## src/rtl/stack_arbiter.sv

```systemverilog
// Round-robin arbiter serialising push/pop requests from NREQ requesters onto one external stack.
// Optional statistics counters are enabled by defining STACK_ARBITER_STATS_EN.
//
// state    | meaning
// ---------+------------------------------------------------------------
// ST_IDLE  | waiting for any request; grant the round-robin winner
// ST_ISSUE | strobe the stack (or flag an error on full/empty)
// ST_RESP  | return the completion to the winner, advance rr pointer
module stack_arbiter #(
    parameter int WIDTH = 4,
    parameter int NREQ  = 2
) (
    input  logic                  clk,
    input  logic                  rst,
    input  logic [NREQ-1:0]       req_valid,
    input  logic [NREQ-1:0]       req_op,
    input  logic [NREQ*WIDTH-1:0] req_data,
    output logic [NREQ-1:0]       req_ready,
    output logic [NREQ-1:0]       rsp_valid,
    output logic                  rsp_err,
    output logic [WIDTH-1:0]      rsp_data,
    output logic                  busy,
    output logic                  stk_push,
    output logic                  stk_pop,
    output logic [WIDTH-1:0]      stk_data_in,
    input  logic [WIDTH-1:0]      stk_data_out,
    input  logic                  stk_empty,
    input  logic                  stk_full
`ifdef STACK_ARBITER_STATS_EN
    ,
    output logic [15:0]           stat_push,
    output logic [15:0]           stat_pop,
    output logic [15:0]           stat_err
`endif
);

    localparam int                PTR_W   = $clog2(NREQ);
    localparam logic [PTR_W:0]    NREQ_C  = (PTR_W+1)'(NREQ);
    localparam logic [PTR_W-1:0]  LAST_C  = PTR_W'(NREQ-1);
    localparam logic [NREQ-1:0]   ONE_C   = {{(NREQ-1){1'b0}}, 1'b1};

    typedef enum logic [1:0] {
        ST_IDLE  = 2'd0,
        ST_ISSUE = 2'd1,
        ST_RESP  = 2'd2
    } state_t;

    state_t             r_state;
    state_t             w_state_nxt;

    logic [PTR_W-1:0]   r_rr_ptr;
    logic [PTR_W-1:0]   r_win;
    logic               r_op;
    logic [WIDTH-1:0]   r_data;
    logic               r_err;
    logic [WIDTH-1:0]   r_rsp_data;

    logic               w_any;
    logic               w_found;
    logic [PTR_W:0]     w_cand;
    logic [PTR_W-1:0]   w_winner;
    logic               w_push_ok;
    logic               w_pop_ok;

    // Search upward from the round-robin pointer, wrapping modulo NREQ.
    always_comb begin
        w_any    = |req_valid;
        w_found  = 1'b0;
        w_winner = '0;
        w_cand   = '0;
        for (int k = 0; k < NREQ; k++) begin
            w_cand = {1'b0, r_rr_ptr} + (PTR_W+1)'(k);
            if (w_cand >= NREQ_C) begin
                w_cand = w_cand - NREQ_C;
            end
            if (!w_found && req_valid[w_cand[PTR_W-1:0]]) begin
                w_found  = 1'b1;
                w_winner = w_cand[PTR_W-1:0];
            end
        end
    end

    assign w_push_ok = r_op & ~stk_full;
    assign w_pop_ok  = ~r_op & ~stk_empty;

    always_ff @(posedge clk) begin
        if (rst) begin
            r_state <= ST_IDLE;
        end else begin
            r_state <= w_state_nxt;
        end
    end

    always_comb begin
        w_state_nxt = r_state;
        case (r_state)
            ST_IDLE:  if (w_any) w_state_nxt = ST_ISSUE;
            ST_ISSUE: w_state_nxt = ST_RESP;
            ST_RESP:  w_state_nxt = ST_IDLE;
            default:  w_state_nxt = ST_IDLE;
        endcase
    end

    always_comb begin
        req_ready   = '0;
        rsp_valid   = '0;
        rsp_err     = 1'b0;
        rsp_data    = '0;
        busy        = (r_state != ST_IDLE);
        stk_push    = 1'b0;
        stk_pop     = 1'b0;
        stk_data_in = '0;
        case (r_state)
            ST_IDLE: begin
                if (w_any) req_ready = ONE_C << w_winner;
            end
            ST_ISSUE: begin
                stk_push    = w_push_ok;
                stk_pop     = w_pop_ok;
                stk_data_in = w_push_ok ? r_data : '0;
            end
            ST_RESP: begin
                rsp_valid = ONE_C << r_win;
                rsp_err   = r_err;
                rsp_data  = r_rsp_data;
            end
            default: ;
        endcase
    end

    always_ff @(posedge clk) begin
        if (rst) begin
            r_rr_ptr   <= '0;
            r_win      <= '0;
            r_op       <= 1'b0;
            r_data     <= '0;
            r_err      <= 1'b0;
            r_rsp_data <= '0;
        end else begin
            case (r_state)
                ST_IDLE: begin
                    if (w_any) begin
                        r_win  <= w_winner;
                        r_op   <= req_op[w_winner];
                        r_data <= req_data[w_winner*WIDTH +: WIDTH];
                    end
                end
                ST_ISSUE: begin
                    r_err      <= ~(w_push_ok | w_pop_ok);
                    r_rsp_data <= w_pop_ok ? stk_data_out : '0;
                end
                ST_RESP: begin
                    r_rr_ptr <= (r_win == LAST_C) ? '0 : r_win + 1'b1;
                end
                default: ;
            endcase
        end
    end

`ifdef STACK_ARBITER_STATS_EN
    logic [15:0] r_stat_push;
    logic [15:0] r_stat_pop;
    logic [15:0] r_stat_err;

    // Counters saturate rather than wrap so a long-running count never looks small.
    always_ff @(posedge clk) begin
        if (rst) begin
            r_stat_push <= '0;
            r_stat_pop  <= '0;
            r_stat_err  <= '0;
        end else if (r_state == ST_RESP) begin
            if (r_err) begin
                if (r_stat_err != 16'hFFFF) r_stat_err <= r_stat_err + 16'd1;
            end else if (r_op) begin
                if (r_stat_push != 16'hFFFF) r_stat_push <= r_stat_push + 16'd1;
            end else begin
                if (r_stat_pop != 16'hFFFF) r_stat_pop <= r_stat_pop + 16'd1;
            end
        end
    end

    assign stat_push = r_stat_push;
    assign stat_pop  = r_stat_pop;
    assign stat_err  = r_stat_err;
`endif

endmodule

```

## config.mk

```make
export PLATFORM = sky130hd
export DESIGN_NAME = stack_arbiter
export DESIGN_NICKNAME = d
export VERILOG_FILES = /design/src/rtl/stack_arbiter.sv
export SDC_FILE = /design/constraint.sdc
export NUM_CORES = 1
export LEC_CHECK = 0
export ABC_AREA = 1
export CORE_UTILIZATION = 35
export DETAILED_ROUTE_END_ITERATION = 8
export PLACE_DENSITY = 0.73
export RECOVER_POWER = 100
export SYNTH_ARGS = -nofsm -noshare
export SYNTH_HDL_FRONTEND = slang
export SYNTH_SLANG_ARGS = --single-unit
```

## constraint.sdc

```tcl
create_clock -name clk -period 1 [get_ports clk]
set_input_delay 0.2 -clock clk [delete_from_list [all_inputs] [get_ports clk]]
set_output_delay 0.2 -clock clk [all_outputs]
set_load 0.01 [all_outputs]
```

==> results of run 1 <==
## power by group
part | switching, mW | internal [mW] | leakage (nW)
sequential | 0.0273 | 0.601 | 0.116
combinational | 0.248 | 0.298 | 0.552
clock | 0.181 | 0.140 | 0.0138
total | 0.457 | 1.04 | 0.681
## synthesized netlist by cell type
cell,count,share of area
nand2_1,24,0.12
buf_6,1,0.015
or2_2,1,0.0085
or2_0,1,0.0085
inv_1,23,0.12
a21oi_1,7,0.047
clkbuf_1,1,0.0051
nand2_4,1,0.015
dfxtp_1,14,0.38
o21ai_2,1,0.012
nor2_1,19,0.096
o21ai_0,2,0.014
inv_2,2,0.010
nand4_1,3,0.025
nor3_1,1,0.0068
nor2_4,3,0.046
a21boi_2,1,0.015
a211oi_2,1,0.017
nand3_1,6,0.041
## worst register-to-register path: stages, from the launching register on
cell	delay, ns
dfxtp_1	0.36
inv_1	0.07
a21boi_2	0.19
nand2_2	0.10
buf_6	0.12
buf_4	0.12
buf_4	0.12
buf_4	0.12
a21oi_2	0.09
## flip-flops by register name, summed over array words and instances, names as in the netlist
register / count
r_op: 1
r_data: 4
r_err: 1
r_win: 1
r_rsp_data: 4
r_state: 2
r_rr_ptr: 1
## layout make-up
cell class,count,share of cell area
Timing Repair Buffer,63,0.393
Multi-Input combinational cell,71,0.314
Sequential cell,14,0.190
Inverter,25,0.0645
Tap cell,27,0.0226
Clock buffer,3,0.0151
## stage by stage
step                setup slack, ns  cells  TNS (ns)  total power, mW
detailed placement           -0.827    191    -15.24             1.07
global placement             -0.780    191    -14.50             1.05
global route                 -0.505    203    -10.88             1.57
floorplan                   -0.0623    112    -0.479            0.834
finish                       -0.453    203     -9.08             1.50
CTS                          -0.449    202     -9.58             1.44
## path summary, 6_finish.rpt
check,endpoint,depth (start not counted),start
setup / recovery,rsp_data[2],5,r_state[1]
hold / removal,r_rsp_data[1],2,r_rsp_data[1]
setup reg to reg,r_win,8,r_rr_ptr
hold reg to reg,r_rsp_data[1],2,r_rsp_data[1]
## logic make-up (layout without fill, tap and decap cells)
logic type	count (synthesis)	after routing
AO/OA/AOI/OAI	12	12
buffers and inverters	27	91
flip-flops	14	14
AND/OR/NAND/NOR	59	59
## layer usage
| layer | routed length, µm | track usage |
|---|---|---|
| met5 | 0 | 0 |
| met2 | 1310 | 0.376 |
| met3 | 64 | 0.0377 |
| met1 | 961 | 0.246 |
| met4 | 48 | 0.0944 |
## timing repair
action	4_1_cts	5_1_grt
gates resized for setup	86	27
setup endpoints to repair	29	29
pin swaps	6	15
setup buffers	8	3
==> impl_metrics.env, run 1 <==
export IMPL_synth_compound_area_frac=0.105
export IMPL_place_congestion=0.816
export IMPL_numCtsBuffers=3
export IMPL_rrSetupSlack_ns=-0.36
export IMPL_postCtsHoldBufs=0
export IMPL_clockBufferDepth=2
export IMPL_skew_ns=0.00479
export IMPL_yosys_warnings=0
export IMPL_cp_start_kind="flip-flop"
export IMPL_io_buffers=35
export IMPL_dr_pass1_iters=4
export IMPL_fillers=138
export IMPL_drc=0
export IMPL_initialDrtViolationCount=8
export IMPL_status="finished with violations"
export IMPL_synthSimpleGateAreaFrac=0.369
export IMPL_setup_viol=29
export IMPL_crit_family="flip-flops"
export IMPL_synthMuxAreaShare=0
export IMPL_rows=16
export IMPL_mostFrequentLayoutCells="buf_6 (23), inv_1 (21), nand2_1 (18)"
export IMPL_die_y_um=48.0
export IMPL_drv_cap=0
export IMPL_synthXorXnorAreaFrac=0
export IMPL_cp_num_buf_inv=3
export IMPL_post_drt_wl_per_cell_um=11.8
export IMPL_pwr_density_cell_nw_per_um2=1000
export IMPL_final_core_util=0.753
export IMPL_leakage_nw=0.681
export IMPL_critPathArrivalTime_ns=1.25
export IMPL_root_buffer="clkbuf_4"
export IMPL_seq_area_um2=284
export IMPL_rsz0062_at_grt="yes"
export IMPL_grt_total_usage=0.212
export IMPL_cts_tree="built"
export IMPL_grt_max_degree=9
export IMPL_final_common_cell="buf_6"
export IMPL_hold_slack_ns=0.477
export IMPL_synth_distinct_cells=19
export IMPL_crit_required_ns=0.80
export IMPL_finalCritPeriodShare=1.45
export IMPL_synth_fa_ha_area_frac=0
export IMPL_initial_core_util=0.373
export IMPL_die_width_um=48.0
export IMPL_overflow=0
export IMPL_synth_seq_cells=14
export IMPL_finalHoldViolCount=0
export IMPL_grt_pass1_vias=793
export IMPL_syn_inst=112
export IMPL_clk_pin_slew_ns=0.09
export IMPL_critPathSlowestCell="dfxtp_2"
export IMPL_final_antenna_net_count=0
export IMPL_hpwl_um=1580
export IMPL_vias=908
export IMPL_path_cells="inv_2 -> or2_4 -> buf_6 -> nor2_2 -> buf_2"
export IMPL_insertion_delay_ns=0.28
export IMPL_crit_type="flip-flop to primary output"
export IMPL_final_area_um2=1490
export IMPL_grt_pass1_wl_um=3310
export IMPL_failed_checks="negative setup slack"
export IMPL_die_area_um2=2300
export IMPL_mappedNetlistArea_um2=739
export IMPL_postSynthAreaPerCell_um2=6.60
export IMPL_peakVddDrop_mv=0.834
export IMPL_fp_coreArea_um2=1980
export IMPL_htreeDepth=1
export IMPL_antenna_found_initial=0
export IMPL_yosysSeqAreaShare=0.379
export IMPL_pin_count=36
export IMPL_drive_above_1_share=0.500
export IMPL_worst_slew_pin_slew_ns=0.238
export IMPL_endpoint_kind="primary output"
export IMPL_synth_nets=132
export IMPL_multi_input_area_um2=469
export IMPL_nets=198
export IMPL_synth_top_family_by_area="simple AND/OR/NAND/NOR gates"
export IMPL_vias_per_cell=4.47
export IMPL_cts_sinks=14
export IMPL_maxSlewHeadroom=0.841
export IMPL_hp_class="flip-flop to flip-flop"
export IMPL_max_stage_delay_ns=0.35
export IMPL_drv_slew=0
export IMPL_post_route_min_period_ns=1.45
export IMPL_finalWorstSetupSlack_ns=-0.453
export IMPL_placed_area_um2=1300
export IMPL_syn_to_final_growth_pct=102
export IMPL_diodes=0
export IMPL_fmax_ghz=0.688
export IMPL_wirelength_um=2390
export IMPL_cp_max_fo=4
No activity file was read; power rests on OpenSTA's default activity.
==> run 2, diff against run 1 <==
--- a/config.mk
+++ b/config.mk
@@ -7,6 +7,7 @@
 export LEC_CHECK = 0
 export ABC_AREA = 1
 export CORE_UTILIZATION = 35
+export CTS_BUF_LIST = sky130_fd_sc_hd__clkbuf_16
 export DETAILED_ROUTE_END_ITERATION = 8
 export PLACE_DENSITY = 0.73
 export RECOVER_POWER = 100
==> impl_metrics.env, run 2 (synthesis results as in run 1) <==
export IMPL_status="finished with violations"
export IMPL_failed_checks="negative setup slack"
export IMPL_critPathArrivalTime_ns=1.21
export IMPL_placed_area_um2=1300
export IMPL_pwr_density_cell_nw_per_um2=1260
export IMPL_leakage_nw=0.705
export IMPL_hpwl_um=1580
export IMPL_top_regs="r_data: 4 flops, r_rsp_data: 4 flops, r_state: 2 flops"
export IMPL_drc=0
export IMPL_critPathSlowestCell="dfxtp_2"
export IMPL_drive_above_1_share=0.500
export IMPL_hp_class="flip-flop to flip-flop"
export IMPL_fillers=125
export IMPL_maxSlewHeadroom=0.781
export IMPL_skew_ns=0.00159
export IMPL_cp_max_fo=4
export IMPL_numCtsBuffers=3
export IMPL_crit_type="flip-flop to primary output"
export IMPL_rsz0062_at_grt="yes"
export IMPL_drv_cap=0
export IMPL_r2r_start="r_state[0]"
export IMPL_rows=16
export IMPL_place_ws_ns=-0.827
export IMPL_initialDrtViolationCount=8
export IMPL_nets=198
export IMPL_fin_tns_setup_ns=-8.59
export IMPL_vias_per_cell=4.54
export IMPL_initial_core_util=0.373
export IMPL_die_area_um2=2300
export IMPL_path_cells="inv_2 -> or2_4 -> buf_6 -> nor2_4 -> buf_6"
export IMPL_fmax_ghz=0.711
export IMPL_finalHoldViolCount=0
export IMPL_overflow=0
export IMPL_final_area_um2=1530
export IMPL_setup_viol=29
export IMPL_startpoint="r_state[1]"
export IMPL_cp_start_kind="flip-flop"
export IMPL_worst_slew_pin_slew_ns=0.328
export IMPL_drv_slew=0
export IMPL_fp_coreArea_um2=1980
export IMPL_vias=922
export IMPL_grt_total_usage=0.230
export IMPL_cp_num_buf_inv=3
export IMPL_insertion_delay_ns=0.24
export IMPL_peakVddDrop_mv=1.19
export IMPL_antenna_found_initial=0
export IMPL_diodes=0
export IMPL_dr_pass1_iters=2
export IMPL_htreeDepth=1
export IMPL_cts_sinks=14
export IMPL_hold_end="r_rsp_data[2]"
export IMPL_die_width_um=48.0
export IMPL_grt_pass1_vias=851
export IMPL_syn_to_final_growth_pct=107
export IMPL_finalCritPeriodShare=1.41
export IMPL_max_stage_delay_ns=0.33
export IMPL_clk_pin_slew_ns=0.05
export IMPL_post_route_min_period_ns=1.41
export IMPL_root_buffer="clkbuf_16"
export IMPL_io_buffers=35
export IMPL_cts_tree="built"
export IMPL_wirelength_um=2500
export IMPL_endpoint_kind="primary output"
export IMPL_finalWorstSetupSlack_ns=-0.406
export IMPL_mostFrequentLayoutCells="buf_6 (21), inv_1 (20), nand2_1 (17), clkdlybuf4s50_1 (17), buf_4 (15)"
export IMPL_clockBufferDepth=2
export IMPL_post_drt_wl_per_cell_um=12.3
export IMPL_final_antenna_net_count=0
export IMPL_grt_max_degree=9
export IMPL_final_common_cell="buf_6"
export IMPL_place_congestion=0.816
export IMPL_crit_family="simple AND/OR/NAND/NOR gates"
export IMPL_die_y_um=48.0
export IMPL_r2r_end="r_data[3]"
export IMPL_crit_required_ns=0.80
export IMPL_multi_input_area_um2=467
export IMPL_hold_depth=2
export IMPL_final_core_util=0.773
export IMPL_rrSetupSlack_ns=-0.33
export IMPL_grt_pass1_wl_um=3590
export IMPL_cpMostUsedCell="buf_6"
export IMPL_worstHoldStart="r_rsp_data[2]"
export IMPL_seq_area_um2=283
export IMPL_r2r_cells=9
export IMPL_pin_count=36
export IMPL_postCtsHoldBufs=0
-- run 2: stage by stage --
step	instances	hold WS (ns)	total power [mW]
detailed placement	191	0.456	1.07
global placement	191	0.452	1.05
global route	203	0.503	2.01
CTS	203	0.464	1.87
floorplan	112	0.343	0.834
finish	203	0.479	1.94
-- run 2: worst max path at each step --
stage | end | slack [ns] | depth (start not counted)
3_5_place_dp | req_ready[0] | -0.83 | 6
3_3_place_gp | req_ready[0] | -0.78 | 6
5_1_grt | stk_data_in[0] | -0.46 | 6
6_report | rsp_valid[1] | -0.41 | 5
2_1_floorplan | rsp_data[0] | -0.06 | 4
4_1_cts | stk_data_in[0] | -0.39 | 7
-- run 2: cell type report --
class	instances	share of cell area
sequential	14	0.185
clock buffer	3	0.0490
tap	27	0.0221
multi-input combinational	71	0.305
inverter	25	0.0629
timing repair buffer	63	0.377
-- run 2: power breakdown --
group	total [mW]	switching, mW	internal [mW]
sequential	0.632	0.0295	0.603
clock	0.740	0.217	0.522
combinational	0.565	0.260	0.306
-- run 2: layer usage --
layer	vias to the layer above	wire length (µm)	track usage
met5	-	0	0
met3	8	54	0.0491
met4	0	72	0.117
met2	18	1360	0.416
met1	426	1010	0.251
li1	470	-	-
-- run 2: tightest hold or removal path: cells and delay by family (launching register included) --
family           cells  cell delay [ns]
AO/OA/AOI/OAI        1             0.06
flip-flops           1             0.30
AND/OR/NAND/NOR      1             0.06
-- run 2: repair_timing --
item	in CTS	in global routing
setup endpoints to repair	29	29
endpoints found under the hold margin	0	0
cloned	0	0
pin swaps	7	12
buffers inserted	9	3
resized for setup	87	25
